### src/rtl/sfixed_divider_if.sv
// Handshake bundle for the iterative signed fixed-point divider.
// The operand side is valid/ready. The result side holds its value until out_ready.
interface sfixed_divider_if #(
    parameter int A_W   = 8,
    parameter int B_W   = 8,
    parameter int OUT_W = 9
) ();
    logic             in_valid;
    logic             in_ready;
    logic [A_W-1:0]   a;
    logic [B_W-1:0]   b;
    logic             out_valid;
    logic             out_ready;
    logic [OUT_W-1:0] out;
    logic             overflow;
    logic             div_zero;

    modport master (
        output in_valid, a, b, out_ready,
        input  in_ready, out_valid, out, overflow, div_zero
    );

    modport slave (
        input  in_valid, a, b, out_ready,
        output in_ready, out_valid, out, overflow, div_zero
    );
endinterface

### src/rtl/sfixed_divider.sv
// Iterative signed sfixed divider that computes out = a / b.
// It runs one restoring shift-subtract step per clock and truncates toward zero with saturation.
module sfixed_divider #(
    parameter int A_LEFT    = 3,
    parameter int A_RIGHT   = 4,
    parameter int B_LEFT    = 3,
    parameter int B_RIGHT   = 4,
    parameter int OUT_LEFT  = 4,
    parameter int OUT_RIGHT = 4
) (
    input logic             clk,
    input logic             rst,
    sfixed_divider_if.slave bus
);
    localparam int A_W   = A_LEFT + A_RIGHT + 1;
    localparam int B_W   = B_LEFT + B_RIGHT + 1;
    localparam int OUT_W = OUT_LEFT + OUT_RIGHT + 1;
    localparam int SH    = OUT_RIGHT + B_RIGHT - A_RIGHT;
    localparam int DW    = A_W + SH;
    localparam int CW    = $clog2(DW);
    localparam int RW    = (DW > OUT_W) ? DW + 1 : OUT_W + 1;

    localparam logic [RW-1:0]    MAX_EXT = {{(RW-OUT_W+1){1'b0}}, {(OUT_W-1){1'b1}}};
    localparam logic [RW-1:0]    LIM_EXT = {{(RW-OUT_W){1'b0}}, 1'b1, {(OUT_W-1){1'b0}}};
    localparam logic [OUT_W-1:0] MAX_OUT = {1'b0, {(OUT_W-1){1'b1}}};
    localparam logic [OUT_W-1:0] MIN_OUT = {1'b1, {(OUT_W-1){1'b0}}};

    generate
        if (SH < 0) begin : g_bad_params
            $error("sfixed_divider: OUT_RIGHT + B_RIGHT must be >= A_RIGHT");
        end
    endgenerate

    typedef enum logic [1:0] {IDLE, CALC, DONE} state_t;

    state_t           state, state_nxt;
    logic [B_W-1:0]   b_mag;
    logic [DW-1:0]    dq;
    logic [B_W-1:0]   rem;
    logic [CW-1:0]    cnt;
    logic             sign;
    logic [OUT_W-1:0] out_r;
    logic             ovf_r;
    logic             dz_r;

    logic             accept;
    logic             b_zero;
    logic [A_W-1:0]   a_mag_in;
    logic [B_W-1:0]   b_mag_in;
    logic [B_W-1:0]   shifted;
    logic [B_W:0]     trial;
    logic             qbit;
    logic [B_W-1:0]   rem_nxt;
    logic [DW-1:0]    q_nxt;
    logic [RW-1:0]    q_ext;
    logic [RW-1:0]    q_neg;
    logic [OUT_W-1:0] res;
    logic             res_ovf;

    assign bus.in_ready  = (state == IDLE) && !rst;
    assign bus.out_valid = (state == DONE);
    assign bus.out       = out_r;
    assign bus.overflow  = ovf_r;
    assign bus.div_zero  = dz_r;

    assign accept = bus.in_valid && bus.in_ready;
    assign b_zero = (bus.b == '0);

    // The magnitude of the most negative operand still fits as an unsigned value.
    assign a_mag_in = bus.a[A_W-1] ? A_W'(-bus.a) : bus.a;
    assign b_mag_in = bus.b[B_W-1] ? B_W'(-bus.b) : bus.b;

    // The remainder stays below |b|, so the shifted remainder fits in B_W bits.
    assign shifted = {rem[B_W-2:0], dq[DW-1]};
    assign trial   = {1'b0, shifted} - {1'b0, b_mag};
    assign qbit    = !trial[B_W];
    assign rem_nxt = qbit ? trial[B_W-1:0] : shifted;
    assign q_nxt   = {dq[DW-2:0], qbit};
    assign q_ext   = RW'(q_nxt);
    assign q_neg   = -q_ext;

    always_comb begin
        // NOTE: defaults first so no path through this block can infer a latch.
        res     = q_ext[OUT_W-1:0];
        res_ovf = 1'b0;
        if (!sign) begin
            if (q_ext > MAX_EXT) begin
                res     = MAX_OUT;
                res_ovf = 1'b1;
            end
        end else if (q_ext > LIM_EXT) begin
            res     = MIN_OUT;
            res_ovf = 1'b1;
        end else begin
            res = q_neg[OUT_W-1:0];
        end
    end

    always_comb begin
        state_nxt = state;
        unique case (state)
            IDLE:    if (accept) state_nxt = b_zero ? DONE : CALC;
            CALC:    if (cnt == '0) state_nxt = DONE;
            DONE:    if (bus.out_ready) state_nxt = IDLE;
            default: state_nxt = IDLE;
        endcase
    end

    always_ff @(posedge clk or posedge rst) begin
        // NOTE: sequential state uses non-blocking assignments so every register samples pre-edge values.
        if (rst) state <= IDLE;
        else     state <= state_nxt;
    end

    always_ff @(posedge clk or posedge rst) begin
        if (rst) begin
            b_mag <= '0;
            dq    <= '0;
            rem   <= '0;
            cnt   <= '0;
            sign  <= 1'b0;
            out_r <= '0;
            ovf_r <= 1'b0;
            dz_r  <= 1'b0;
        end else begin
            unique case (state)
                IDLE: begin
                    if (accept) begin
                        b_mag <= b_mag_in;
                        dq    <= DW'(a_mag_in) << SH;
                        rem   <= '0;
                        cnt   <= CW'(DW - 1);
                        sign  <= bus.a[A_W-1] ^ bus.b[B_W-1];
                        if (b_zero) begin
                            out_r <= bus.a[A_W-1] ? MIN_OUT : (bus.a != '0) ? MAX_OUT : '0;
                            ovf_r <= 1'b0;
                            dz_r  <= 1'b1;
                        end
                    end
                end
                CALC: begin
                    dq  <= q_nxt;
                    rem <= rem_nxt;
                    cnt <= cnt - 1'b1;
                    if (cnt == '0) begin
                        out_r <= res;
                        ovf_r <= res_ovf;
                        dz_r  <= 1'b0;
                    end
                end
                default: ;
            endcase
        end
    end
endmodule

### src/flat_wrapper.sv
// flat-port wrapper written by rule: the top's interface ports become plain ports
module sfixed_divider_flat 
#(
    parameter int A_LEFT    = 3,
    parameter int A_RIGHT   = 4,
    parameter int B_LEFT    = 3,
    parameter int B_RIGHT   = 4,
    parameter int OUT_LEFT  = 4,
    parameter int OUT_RIGHT = 4
)
  (clk, rst, bus_in_valid, bus_a, bus_b, bus_out_ready, bus_in_ready, bus_out_valid, bus_out, bus_overflow, bus_div_zero);
  sfixed_divider_if #(.A_W(8), .B_W(8), .OUT_W(9)) bus_i ();
  input logic clk;
  input logic rst;
  input wire logic [$bits(bus_i.in_valid)-1:0] bus_in_valid;
  input wire logic [$bits(bus_i.a)-1:0] bus_a;
  input wire logic [$bits(bus_i.b)-1:0] bus_b;
  input wire logic [$bits(bus_i.out_ready)-1:0] bus_out_ready;
  output wire logic [$bits(bus_i.in_ready)-1:0] bus_in_ready;
  output wire logic [$bits(bus_i.out_valid)-1:0] bus_out_valid;
  output wire logic [$bits(bus_i.out)-1:0] bus_out;
  output wire logic [$bits(bus_i.overflow)-1:0] bus_overflow;
  output wire logic [$bits(bus_i.div_zero)-1:0] bus_div_zero;
  assign bus_i.in_valid = bus_in_valid;
  assign bus_i.a = bus_a;
  assign bus_i.b = bus_b;
  assign bus_i.out_ready = bus_out_ready;
  assign bus_in_ready = bus_i.in_ready;
  assign bus_out_valid = bus_i.out_valid;
  assign bus_out = bus_i.out;
  assign bus_overflow = bus_i.overflow;
  assign bus_div_zero = bus_i.div_zero;
  sfixed_divider #(.A_LEFT(A_LEFT), .A_RIGHT(A_RIGHT), .B_LEFT(B_LEFT), .B_RIGHT(B_RIGHT), .OUT_LEFT(OUT_LEFT), .OUT_RIGHT(OUT_RIGHT)) u_core (.clk(clk), .rst(rst), .bus(bus_i));
endmodule
### config.mk
export PLATFORM = sky130hd
export DESIGN_NAME = sfixed_divider_flat
export DESIGN_NICKNAME = d
export VERILOG_FILES = /design/src/rtl/sfixed_divider_if.sv /design/src/rtl/sfixed_divider.sv /design/src/flat_wrapper.sv
export SDC_FILE = /design/constraint.sdc
export NUM_CORES = 1
export LEC_CHECK = 0
export CAP_MARGIN = 20
export CORE_UTILIZATION = 45
export DETAILED_ROUTE_END_ITERATION = 8
export GPL_ROUTABILITY_DRIVEN = 0
export PLACE_DENSITY_LB_ADDON = 0.15
export REMOVE_ABC_BUFFERS = 1
export SYNTH_ARGS = -nofsm -noshare
export SYNTH_HDL_FRONTEND = slang
export SYNTH_SLANG_ARGS = --single-unit
### constraint.sdc
create_clock -name clk -period 2.7 [get_ports clk]
set_input_delay 0.54 -clock clk [delete_from_list [all_inputs] [get_ports clk]]
set_output_delay 0.54 -clock clk [all_outputs]
set_load 0.005 [all_outputs]
# Yosys cells after proc, flatten, opt, wreduce, memory -nomap -nowiden
# Cells that the tools add are included.
op_classes:
  addsub: 5
  magnitude_cmp: 2
  n_eq_ne: 6
  mux: 34
  bitwise_logic: 1
  n_reduce_logical: 13
ops:
  columns: ["operator", "n"]
  rows:
  - ["9-bit 2-to-1 mux", 7]
  - ["8-bit 2-to-1 mux", 3]
  - ["12-bit case mux with 2 select lines", 1]
  - ["9-bit case mux with 2 select lines", 1]
  - ["8-bit negation", 2]
  - ["7-bit 2-to-1 mux", 2]
  - ["7-bit case mux with 2 select lines", 1]
  - ["12-bit by 8-bit > comparator with 1-bit output (second input constant)", 1]
  - ["12-bit by 9-bit > comparator with 1-bit output (second input constant)", 1]
  - ["12-bit 2-to-1 mux", 1]
  - ["1-bit 2-to-1 mux", 9]
  - ["9-bit negation", 1]
  - ["8-bit by 8-bit subtractor with 9-bit output", 1]
  - ["8-bit zero test", 1]
  - ["2-bit 2-to-1 mux", 4]
  - ["4-bit case mux with 2 select lines", 1]
  - ["8-bit nonzero test", 1]
  - ["2-bit by 1-bit != test with 1-bit output (second input constant)", 3]
  - ["2-bit case mux with 3 select lines", 1]
  - ["4-bit zero test", 1]
  - ["4-bit 2-to-1 mux", 1]
  - ["1-bit case mux with 2 select lines", 2]
  - ["2-bit AND reduction", 2]
  - ["4-bit AND reduction", 1]
  - ["other kinds (10)", 12]
totals:
  ff_bits: 45
  inputBits: 20
  out_inout_bits: 13

# Depth between registers and ports, before layout
# Gate-level depths: netlist of run 1.
logic_depth:
  word_depth: 7
  depth_mapped: 14

# Least setup slack after synthesis of run 1
# No wires, ideal clock.
synth_timing:
  kind: "flip-flop to flip-flop"
  startpoint: "reg u_core.dq[11]"
  endpoint: "reg u_core.out_r[6] (netlist: u_core.bus.out[6])"
  setup_ns: 0.077
  t_arrival_ns: 2.597
  required_time_ns: 2.623
  setup_slack_ns: 0.025
  path_stages_with_launch: 15
  n_path_buf: 1
  period_less_slack_ns: 2.675
  cell_sequence: "dfrtp_1 inv_1 ha_1 fa_1 nand2b_1 a211oi_1 or2_1 buf_2 inv_2 ha_1 nor3b_1 and3_1 o21bai_1 o211ai_1 a21oi_1"
synth_via:
  elab_chain_len: 7
synth_lines:
  columns: ["item", "line", "rtl"]
  rows:
  - ["start: declaration", "sfixed_divider.sv:38", "logic [DW-1:0] dq;"]
  - ["start signal: assignment", "sfixed_divider.sv:130", "dq <= DW'(a_mag_in) << SH;"]
  - ["start signal: assignment", "sfixed_divider.sv:142", "dq <= q_nxt;"]
  - ["8-bit by 8-bit subtractor with 9-bit output (*)", "sfixed_divider.sv:75", "assign trial = {1'b0, shifted} - {1'b0, b_mag};"]
  - ["1-bit zero test (*)", "sfixed_divider.sv:76", "assign qbit = !trial[B_W];"]
  - ["12-bit by 8-bit > comparator with 1-bit output (tied with other cells)", "sfixed_divider.sv:87", "if (q_ext > MAX_EXT) begin"]
  - ["9-bit 2-to-1 mux, on equally long branches", "sfixed_divider.sv:87, sfixed_divider.sv:91", null]
  - ["9-bit 2-to-1 mux (*)", "sfixed_divider.sv:86", "if (!sign) begin"]
  - ["9-bit 2-to-1 mux (*)", "sfixed_divider.sv:145", "if (cnt == '0) begin"]
  - ["9-bit case mux with 2 select lines (*)", "sfixed_divider.sv:126", "unique case (state)"]
  - ["end signal: assignment", "sfixed_divider.sv:135", "out_r <= bus.a[A_W-1] ? MIN_OUT : (bus.a != '0) ? MAX_OUT : '0;"]
  - ["end signal: assignment", "sfixed_divider.sv:146", "out_r <= res;"]
  - ["end: declaration", "sfixed_divider.sv:42", "logic [OUT_W-1:0] out_r;"]
# Mark *: on every way between the ends. The rest lies on a longest branch, timed or not. The select of a mux whose other input is x is not followed.
# A chain may end at the register's enable or synchronous reset.

# Worst setup path in the final report of run 1
layout_timing:
  startpoint: "in bus_b[0]"
  endpoint: "reg u_core.ovf_r (netlist: u_core.bus.overflow)"
layout_via:
  elab_chain_len: 3
layout_lines:
  columns: ["item", "line", "rtl"]
  rows:
  - ["start: declaration", "flat_wrapper.sv:17", "input wire logic [$bits(bus_i.b)-1:0] bus_b;"]
  - ["8-bit zero test", "sfixed_divider.sv:67", "assign b_zero = (bus.b == '0);"]
  - ["2-bit by 1-bit != test with 1-bit output (no line)", null, null]
  - ["4-bit AND reduction (no line)", null, null]
  - ["end signal: assignment", "sfixed_divider.sv:147", "ovf_r <= res_ovf;"]
  - ["end: declaration", "sfixed_divider.sv:43", "logic ovf_r;"]
# Every way passes these cells.

==> impl_metrics.json, run 1 <==
{
  "numCtsBuffers": 5,
  "max_freq_ghz": 0.3871,
  "grt_usage": 0.2196,
  "synth_cell_types": 63,
  "p_total_mw": 4.250,
  "die_w_um": 82.61,
  "path_class": "input port to flop",
  "yosysSeqAreaShare": 0.3851,
  "critPathLaunchType": "input port",
  "root_buffer": "clkbuf_8",
  "cap_violations": 0,
  "cp_data_arrival_time_ns": 2.77,
  "setup_viol": 0,
  "final-seq-area_um2": 1126,
  "wl_per_cell_um": 15.02,
  "worstMarginPinSlew_ns": 0.6531,
  "reg2reg_from": "u_core.dq[11]",
  "io_buffers": 32,
  "cts_tree": "yes",
  "holdPathEnd": "u_core.cnt[3]",
  "clk_latency_ns": 0.31,
  "die_h_um": 82.61,
  "grt_start_max_net_pins": 46,
  "violations": "design-rule violations",
  "multi_input_area_um2": 1638,
  "nNetsFinal": 406,
  "slew_headroom": 0.5635,
  "end_kind": "flop",
  "reg2regPathDepth": 13,
  "layout_setup_ws_ns": 0.1166,
  "finClkSkew_ns": 0.007393,
  "min_period_over_period": 0.9568,
  "syn_avg_cell_area_um2": 8.888,
  "worstHoldPathType": "flop to flop",
  "final_max_slew_viol_count": 0,
  "htree_levels": 2,
  "hold_slack_ns": 0.4740,
  "place_ws_ns": -0.2142,
  "synth-edff-count": 0,
  "period_minus_slack_ns": 2.583,
  "crit_required_ns": 2.89,
  "leakagePower_nw": 1.548,
  "drive_above_1_share": 0.1260,
  "cts_buffer_depth": 2,
  "drc": 2,
  "min-delay-start": "u_core.cnt[3]",
  "firstDrtPassIters": 6,
  "timing.rr.end": "u_core.bus.out[6]",
  "clock_sinks": 45,
  "syn_to_final_growth_pct": 21.87,
  "synth_top_area_cell": "dfrtp_1",
  "yosys.area.top_type_share": 0.3851,
  "holdPathStages": 1,
  "synth_seq_cells": 45,
  "finish.utilization": 0.5644,
  "nFillCells": 613,
  "wl_um": 6759,
  "ant_nets": 0,
  "netlist_area_um2": 2924,
  "routed-via-count": 2539,
  "grt_pass1_vias": 2325,
  "yosysWarningCount": 0,
  "pin_count": 33,
  "clk_pin_slew_worst_paths_ns": 0.09,
  "n_antenna_cell": 0,
  "core-area_um2": 6314,
  "antenna_found_initial": 0,
  "syn_inst": 329,
  "hpwl_um": 4949,
  "synth_async_sr_flop_share": 1.000,
  "p_per_area_nw_per_um2": 1193,
  "dr.first_iter.drc_count": 255,
  "finalHoldViolCount": 0,
  "critPathMaxFanout": 19,
  "vias_per_cell": 5.642,
  "row_count": 29,
  "overflow": 0,
  "run_status": "finished with violations",
  "initial_core_util": 0.4631,
  "synth.area.top_cells": "dfrtp_1 39%, ha_1 5.6%, o21ai_0 5.0%",
  "grt_pass1_wl_um": 11220,
  "irDropWorstVdd_uv": 510.8,
  "die_area_um2": 6824,
  "synthFlopType": "dfrtp_1",
  "rrSetupSlack_ns": 0.17
}
flip-flops by register name, summed over array words and instances (netlist names):
name and flops:
u_core.dq 12, u_core.bus.out 9, u_core.b_mag 8, u_core.rem 7, u_core.cnt 4, u_core.state 2, u_core.bus.div_zero 1, u_core.bus.overflow 1
u_core.sign 1
repair_timing:
item | in CTS | in global routing
endpoints found under the setup margin | 1 | 2
buffers inserted | 0 | 0
pin swaps | 0 | 5
hold buffers | 0 | 0
gates resized for setup | 2 | 5
power breakdown:
part	switching, mW	internal [mW]	leakage [nW]
registers	0.302	0.971	0.555
clock network	0.245	0.208	0.0512
logic	1.28	1.24	0.942
total	1.83	2.42	1.55
layer usage:
layer | vias up | track usage | share of wire
li1 | 1271 | - | -
met1 | 1191 | 0.3055 | 0.49
met2 | 70 | 0.3496 | 0.46
met3 | 7 | 0.03736 | 0.043
met4 | 0 | 0.06379 | 0.0093
met5 | - | 0 | 0
final cells by class:
cell class,instances,share of cell area
repair buffers,55,0.1419
inverters,27,0.02844
clock inverters,2,0.003862
clock buffers,6,0.02317
well taps,77,0.02704
flip-flops and latches,45,0.3160
multi-input cells,238,0.4596
cell usage in the layout, fill, tap and decap left out, drive strengths merged, types with 6 or more instances in the layout:
master,synthesis,final
xor2,8,8
xnor2,6,6
o22ai,6,6
nand2b,7,7
nor2,16,16
dfrtp,45,45
ha,13,13
buf,5,23
clkdlybuf4s50,0,32
o21ai,36,36
a22oi,6,6
inv,27,26
mux2i,6,6
clkbuf,14,6
nand2,29,29
nor3,8,8
a21oi,11,11
worst max-delay path by stage:
stage | from | endpoint | slack [ns] | cells after the start
final | bus_b[0] | u_core.bus.overflow | 0.12 | 8
after global routing | u_core.dq[11] | u_core.bus.out[6] | -0.01 | 13
after CTS | u_core.dq[11] | u_core.bus.out[6] | 0.04 | 13
after detailed placement | bus_b[0] | u_core.bus.overflow | -0.21 | 8
after global placement | bus_b[0] | u_core.bus.overflow | -0.15 | 8
after floorplan | u_core.dq[11] | u_core.bus.out[6] | -0.47 | 13
cells in the mapped netlist (all sizes together) (2+ instances only):
cell	count
a211oi	3
a21o	2
a21oi	11
a22o	4
a22oi	6
a31oi	3
and2	2
and3	4
buf	5
clkbuf	14
dfrtp	45
ha	13
inv	27
mux2i	6
nand2	29
nand2b	7
nand3	5
nand4	5
nor2	16
nor2b	5
nor3	8
nor3b	5
nor4	5
o211ai	5
o21a	2
o21ai	36
o21bai	3
o22a	2
o22ai	6
o311ai	2
or2	4
or3	5
or3b	2
xnor2	6
xor2	8
critical path, cell delays in order:
cell	delay [ns]
clkdlybuf4s50_1	0.41
inv_1	0.09
ha_1	0.15
or3b_4	0.38
o41a_1	0.44
nor3b_4	0.25
buf_12	0.18
mux2_1	0.33
cells by family (layout without fill, tap and decap cells):
| kind of cell | after synthesis | count (layout) | share of synthesized area |
|---|---|---|---|
| compound gates | 97 | 97 | 0.2251 |
| buf+inv | 46 | 90 | 0.06546 |
| simple gates | 106 | 106 | 0.1956 |
| xor+xnor | 14 | 14 | 0.04193 |
| mux | 7 | 7 | 0.02439 |
| flops | 45 | 45 | 0.3851 |
| fa+ha+maj | 14 | 14 | 0.06247 |
per-stage QoR:
stage | TNS (ns) | cell area (µm²) | instances
global placement | -0.8083 | 3436 | 442
detailed placement | -1.383 | 3436 | 442
CTS | 0 | 3542 | 450
global route | -0.01093 | 3563 | 450
finish | 0 | 3563 | 450
floorplan | -1.465 | 2834 | 310
(Power assumes the default switching activity.)
==> inputs of run 2 (changes only) <==
- CORE_MARGIN: not set -> 3
- MAX_ROUTING_LAYER: not set -> met4
==> run 2 against run 1 <==
Sequential share of layout area down 0.25 points. Largest cell class unchanged. Flip-flop and latch count unchanged. Worst hold slack better by 0.0025 ns. Register-to-register slack about the same. Sequential power about the same. Setup slack better by 0.0078 ns. The flow now finishes without violations. Final area up 0.81%.
==> impl_metrics.json, run 2 (synthesized netlist as in run 1, its figures left out) <==
{
  "run_status": "complete, no violations",
  "place_ws_ns": -0.2122,
  "switching_share": 0.4261,
  "use_met2": 0.3074,
  "cts_buffer_depth": 2,
  "cts_tree": "yes",
  "intPower_mw": 2.444,
  "p_sw_mw": 1.815,
  "use_met1": 0.2660,
  "grt_usage": 0.1951,
  "grt.busiest_layer": "met2",
  "clock_sinks": 45,
  "wl_per_cell_um": 14.63,
  "min_period_over_period": 0.9539,
  "nFillCells": 574,
  "p_clk_frac": 0.101,
  "critical_path.slowest_cell": "o41a_1",
  "critPathMaxStageDelay_ns": 0.43,
  "finalHoldViolCount": 0,
  "numCtsBuffers": 5,
  "regMostFlops": "u_core.dq",
  "vias_per_cell": 5.699,
  "end_kind": "flop",
  "pwr-share-seq": 0.300,
  "core-area_um2": 6096,
  "timing.rr.end": "u_core.bus.out[6]",
  "leakagePower_nw": 1.556,
  "period_minus_slack_ns": 2.576,
  "grt_start_max_net_pins": 27,
  "overflow": 0,
  "fin_area_um2": 3592,
  "grt_pass1_vias": 2481,
  "htree_levels": 2,
  "worstPathCellList": "clkdlybuf4s50_1 -> inv_1 -> ha_1 -> or3b_4 -> o41a_1 -> nor3b_4 -> buf_12 -> mux2_1",
  "firstDrtPassIters": 4,
  "die_w_um": 86.61,
  "placedInstanceArea_um2": 3446,
  "max_freq_ghz": 0.3883,
  "io_buffers": 32,
  "irDropWorstVdd_uv": 706.8,
  "drive_above_1_share": 0.1310,
  "p_comb_frac": 0.599,
  "layout_commonest_cell": "dfrtp_1",
  "finClkSkew_ns": 0.006981,
  "worstSetupEndpoint": "u_core.bus.overflow",
  "root_buffer": "clkbuf_8",
  "path_class": "input port to flop",
  "die_area_um2": 7501,
  "clk_latency_ns": 0.30,
  "slew_headroom": 0.4996,
  "p_total_mw": 4.259,
  "dr.first_iter.drc_count": 213,
  "cp_data_arrival_time_ns": 2.76,
  "layout_common_cells": "45 x dfrtp_1, 32 x clkdlybuf4s50_1, 29 x o21ai_0, 29 x nand2_1, 24 x inv_1",
  "layout_setup_ws_ns": 0.1244,
  "row_count": 28,
  "ant_nets": 0,
  "critPathLaunchType": "input port",
  "reg2reg_from": "u_core.dq[11]",
  "n_antenna_cell": 0,
  "critPathMaxFanout": 19,
  "final_max_slew_viol_count": 0,
  "crit_required_ns": 2.89,
  "grt_use_met3": 0.02567,
  "nNetsFinal": 408,
  "critPathLaunch": "bus_b[0]",
  "worstMarginPinSlew_ns": 0.7460,
  "cap_violations": 0,
  "hpwl_um": 4919,
  "antenna_found_initial": 0,
  "initial_core_util": 0.4797,
  "grt_pass1_wl_um": 11560,
  "setup_viol": 0,
  "clk_pin_slew_worst_paths_ns": 0.09,
  "wl_um": 6570,
  "rrSetupSlack_ns": 0.18,
  "finalSetupTns_ns": 0,
  "syn_to_final_growth_pct": 22.85,
  "postCtsHoldBufs": 0,
  "reg2regPathDepth": 13,
  "hold_slack_ns": 0.4765,
  "routed-via-count": 2559,
  "pin_count": 33,
  "p_per_area_nw_per_um2": 1186,
  "largest_register_ff_count": 12,
  "drc": 0,
  "die_h_um": 86.61,
  "worstHoldPathType": "flop to flop"
}
[run 2: metrics by stage]
| step | utilization | std cells |
|---|---|---|
| global placement | 0.5653 | 440 |
| global route | 0.5893 | 449 |
| finish | 0.5893 | 449 |
| CTS | 0.5809 | 447 |
| detailed placement | 0.5653 | 440 |
| floorplan | - | 310 |
[run 2: worst max-delay path: cells and delay by family]
kind | cells | cell delay (ns)
fa+ha+maj | 1 | 0.16
mux | 1 | 0.32
simple gates | 2 | 0.63
buf+inv | 3 | 0.67
compound gates | 1 | 0.43
[run 2: how the worst min path moves through the flow]
stage	slack [ns]	from	endpoint	depth (start not counted)
5_1_grt	0.50	u_core.cnt[3]	u_core.cnt[3]	1
2_1_floorplan	0.45	u_core.cnt[3]	u_core.cnt[3]	1
6_report	0.48	u_core.cnt[3]	u_core.cnt[3]	1
3_5_place_dp	0.47	u_core.cnt[3]	u_core.cnt[3]	1
3_3_place_gp	0.46	u_core.cnt[3]	u_core.cnt[3]	1
4_1_cts	0.48	u_core.cnt[3]	u_core.cnt[3]	1
[run 2: final cells by class]
type,instances,area (µm²),share of cell area
clock buffers,6,82.58,0.02299
clock inverters,1,7.507,0.002090
inverters,27,101.3,0.02821
multi-input cells,238,1648,0.4587
flip-flops and latches,45,1126,0.3135
well taps,75,93.84,0.02612
repair buffers,57,533.0,0.1484
[run 2: repair_timing]
item                       4_1_cts  5_1_grt
setup buffers                    0        2
setup endpoints to repair        2        2
resized for setup                1        8
pin swaps                        0        6
[run 2: layer usage]
layer / up-vias / share of wire
li1: 1269 / -
met1: 1215 / 0.47
met2: 68 / 0.46
met3: 7 / 0.052
met4: 0 / 0.011
met5: - / 0
[run 2: power groups by stage]
| stage | sequential (mW) | combinational [mW] | clock (mW) |
|---|---|---|---|
| 2_1_floorplan | 1.20 | 1.56 | 0 |
| 3_3_place_gp | 1.26 | 2.39 | 0 |
| 3_5_place_dp | 1.27 | 2.42 | 0 |
| 4_1_cts | 1.27 | 2.45 | 0.445 |
| 5_1_grt | 1.33 | 2.87 | 0.473 |
| 6_report | 1.28 | 2.55 | 0.429 |
==> inputs of run 3 (changes only) <==
- CAP_MARGIN: 20 -> 15
- CORE_UTILIZATION: 45 -> 51
==> run 3 against run 2 <==
Worst hold slack improved by 0.012 ns. Clock skew grew 0.011 ns. Global-route usage rose by 3.4 points. Clock power grew 23%. Final area increased by 1.0%. Sequential share of layout area down 0.32 points. Largest cell class unchanged. Die area decreased by 11%. Cell count is 0.89% lower. Flip-flop and latch count stayed put. Via count is 0.70% higher. Sequential power about the same.
==> impl_metrics.json, run 3 (synthesized netlist as in run 1, its figures left out) <==
{
  "rsz0062_at_grt": "true",
  "holdPathStages": 2,
  "path_class": "input port to flop",
  "setup_viol": 0,
  "finalHoldViolCount": 0,
  "vias_per_cell": 5.791,
  "max_freq_ghz": 0.3897,
  "grt_pass1_wl_um": 11500,
  "numCtsBuffers": 5,
  "wl_um": 6794,
  "final-seq-area_um2": 1126,
  "layout_commonest_cell": "dfrtp_1",
  "holdPathEnd": "u_core.b_mag[4]",
  "irDropWorstVdd_uv": 553.6,
  "period_minus_slack_ns": 2.566,
  "n_antenna_cell": 0,
  "cts_buffer_depth": 2,
  "ant_nets": 0,
  "routed-via-count": 2577,
  "die_h_um": 81.72,
  "postCtsHoldBufs": 0,
  "rrSetupSlack_ns": 0.18,
  "clk_pin_slew_worst_paths_ns": 0.09,
  "overflow": 0,
  "clock_sinks": 45,
  "critical_path.slowest_cell": "o41a_1",
  "worstPathCellList": "clkdlybuf4s50_1 -> inv_1 -> ha_1 -> or3b_4 -> o41a_1 -> nor3b_4 -> buf_12 -> mux2_1",
  "slew_headroom": 0.5438,
  "cp_num_buf_inv": 3,
  "drc": 0,
  "critPathLaunchType": "input port",
  "grt_start_max_net_pins": 29,
  "syn_to_final_growth_pct": 24.13,
  "min-delay-start": "u_core.b_mag[4]",
  "root_buffer": "clkbuf_8",
  "critPathTopFamily": "buffers and inverters",
  "dr.first_iter.drc_count": 229,
  "layout_common_cells": "45 x dfrtp_1, 32 x clkdlybuf4s50_1, 29 x o21ai_0, 29 x nand2_1, 24 x inv_1",
  "drive_above_1_share": 0.1307,
  "final_max_slew_viol_count": 0,
  "worstHoldPathType": "flop to flop",
  "cts_tree": "yes",
  "end_kind": "flop",
  "row_count": 26,
  "p_total_mw": 4.463,
  "min_period_over_period": 0.9504,
  "wl_per_cell_um": 15.27,
  "nFillCells": 448,
  "critPathMaxFanout": 21,
  "run_status": "complete, no violations",
  "leakagePower_nw": 1.573,
  "critPathMaxStageDelay_ns": 0.43,
  "p_per_area_nw_per_um2": 1230,
  "reg2regPathDepth": 12,
  "nNetsFinal": 408,
  "place_ws_ns": -0.1987,
  "io_buffers": 32,
  "grt_usage": 0.2289,
  "largest_register_ff_count": 12,
  "timing.rr.end": "u_core.bus.out[6]",
  "cap_violations": 0,
  "worstMarginPinSlew_ns": 0.6801,
  "htree_levels": 2,
  "initial_core_util": 0.5481,
  "cp_data_arrival_time_ns": 2.76,
  "crit_required_ns": 2.89,
  "pin_count": 33,
  "die_area_um2": 6678,
  "die_w_um": 81.72,
  "layout_setup_ws_ns": 0.1339,
  "reg2reg_from": "u_core.b_mag[0]",
  "hpwl_um": 4909,
  "finish.utilization": 0.6803,
  "grt_pass1_vias": 2426,
  "antenna_found_initial": 0,
  "multi_input_area_um2": 1665,
  "core-area_um2": 5335,
  "finClkSkew_ns": 0.01833,
  "regMostFlops": "u_core.dq",
  "finalSetupTns_ns": 0,
  "firstDrtPassIters": 4,
  "clk_latency_ns": 0.30
}
[run 3: cell count changes in the layout (fill, tap and decap cells not counted), sizes merged]
cell | previous run | this run
bufinv | 0 | 1
clkinvlp | 1 | 0
clkbuf | 6 | 7
[run 3: worst max path at each step]
stage | start | endpoint | slack (ns) | depth (start not counted)
after detailed placement | bus_b[1] | u_core.bus.overflow | -0.20 | 8
after global routing | u_core.b_mag[0] | u_core.bus.out[6] | -0.04 | 12
after CTS | u_core.dq[11] | u_core.bus.out[6] | 0.01 | 13
final | bus_b[0] | u_core.bus.overflow | 0.13 | 8
after global placement | bus_b[0] | u_core.bus.overflow | -0.15 | 8
after floorplan | u_core.dq[11] | u_core.bus.out[6] | -0.47 | 13
[run 3: report_power, final]
group	switching, mW	internal [mW]	total (mW)
Clock	0.225	0.302	0.527
Combinational	1.34	1.31	2.65
Sequential	0.312	0.971	1.28
[run 3: stage by stage]
stage	std cells	instance area [µm²]	hold slack, ns
6_report	445	3630	0.4889
5_1_grt	445	3630	0.5104
4_1_cts	441	3546	0.4954
3_5_place_dp	433	3425	0.4766
3_3_place_gp	433	3425	0.4587
2_1_floorplan	310	2834	0.4456
[run 3: area by class of cell]
type | instances | share of cell area
Clock buffer | 7 | 0.02378
Inverter | 27 | 0.02792
Clock inverter | 1 | 0.008273
Timing Repair Buffer | 57 | 0.1468
Sequential cell | 45 | 0.3102
Multi-Input combinational cell | 238 | 0.4588
Tap cell | 70 | 0.02413
[run 3: worst min-delay path, cell delays in order (launching register included)]
cell and delay, ns:
dfrtp_1 0.35, nand2_1 0.05, o21ai_0 0.06
[run 3: metal layers]
| layer | part of all wire | vias to the layer above | track usage | wire (µm) |
|---|---|---|---|---|
| met5 | 0 | - | - | 0 |
| met4 | 0.0097 | 0 | 0.07143 | 66 |
| met1 | 0.46 | 1229 | 0.3050 | 3124 |
| met2 | 0.49 | 67 | 0.3611 | 3299 |
| met3 | 0.045 | 6 | 0.03399 | 304 |
| li1 | - | 1275 | - | - |
[run 3: what timing repair did]
item / in CTS / in global routing
setup buffers: 0 / 4
gates resized for setup: 1 / 10
pin swaps: 0 / 9
setup endpoints to repair: 2 / 3
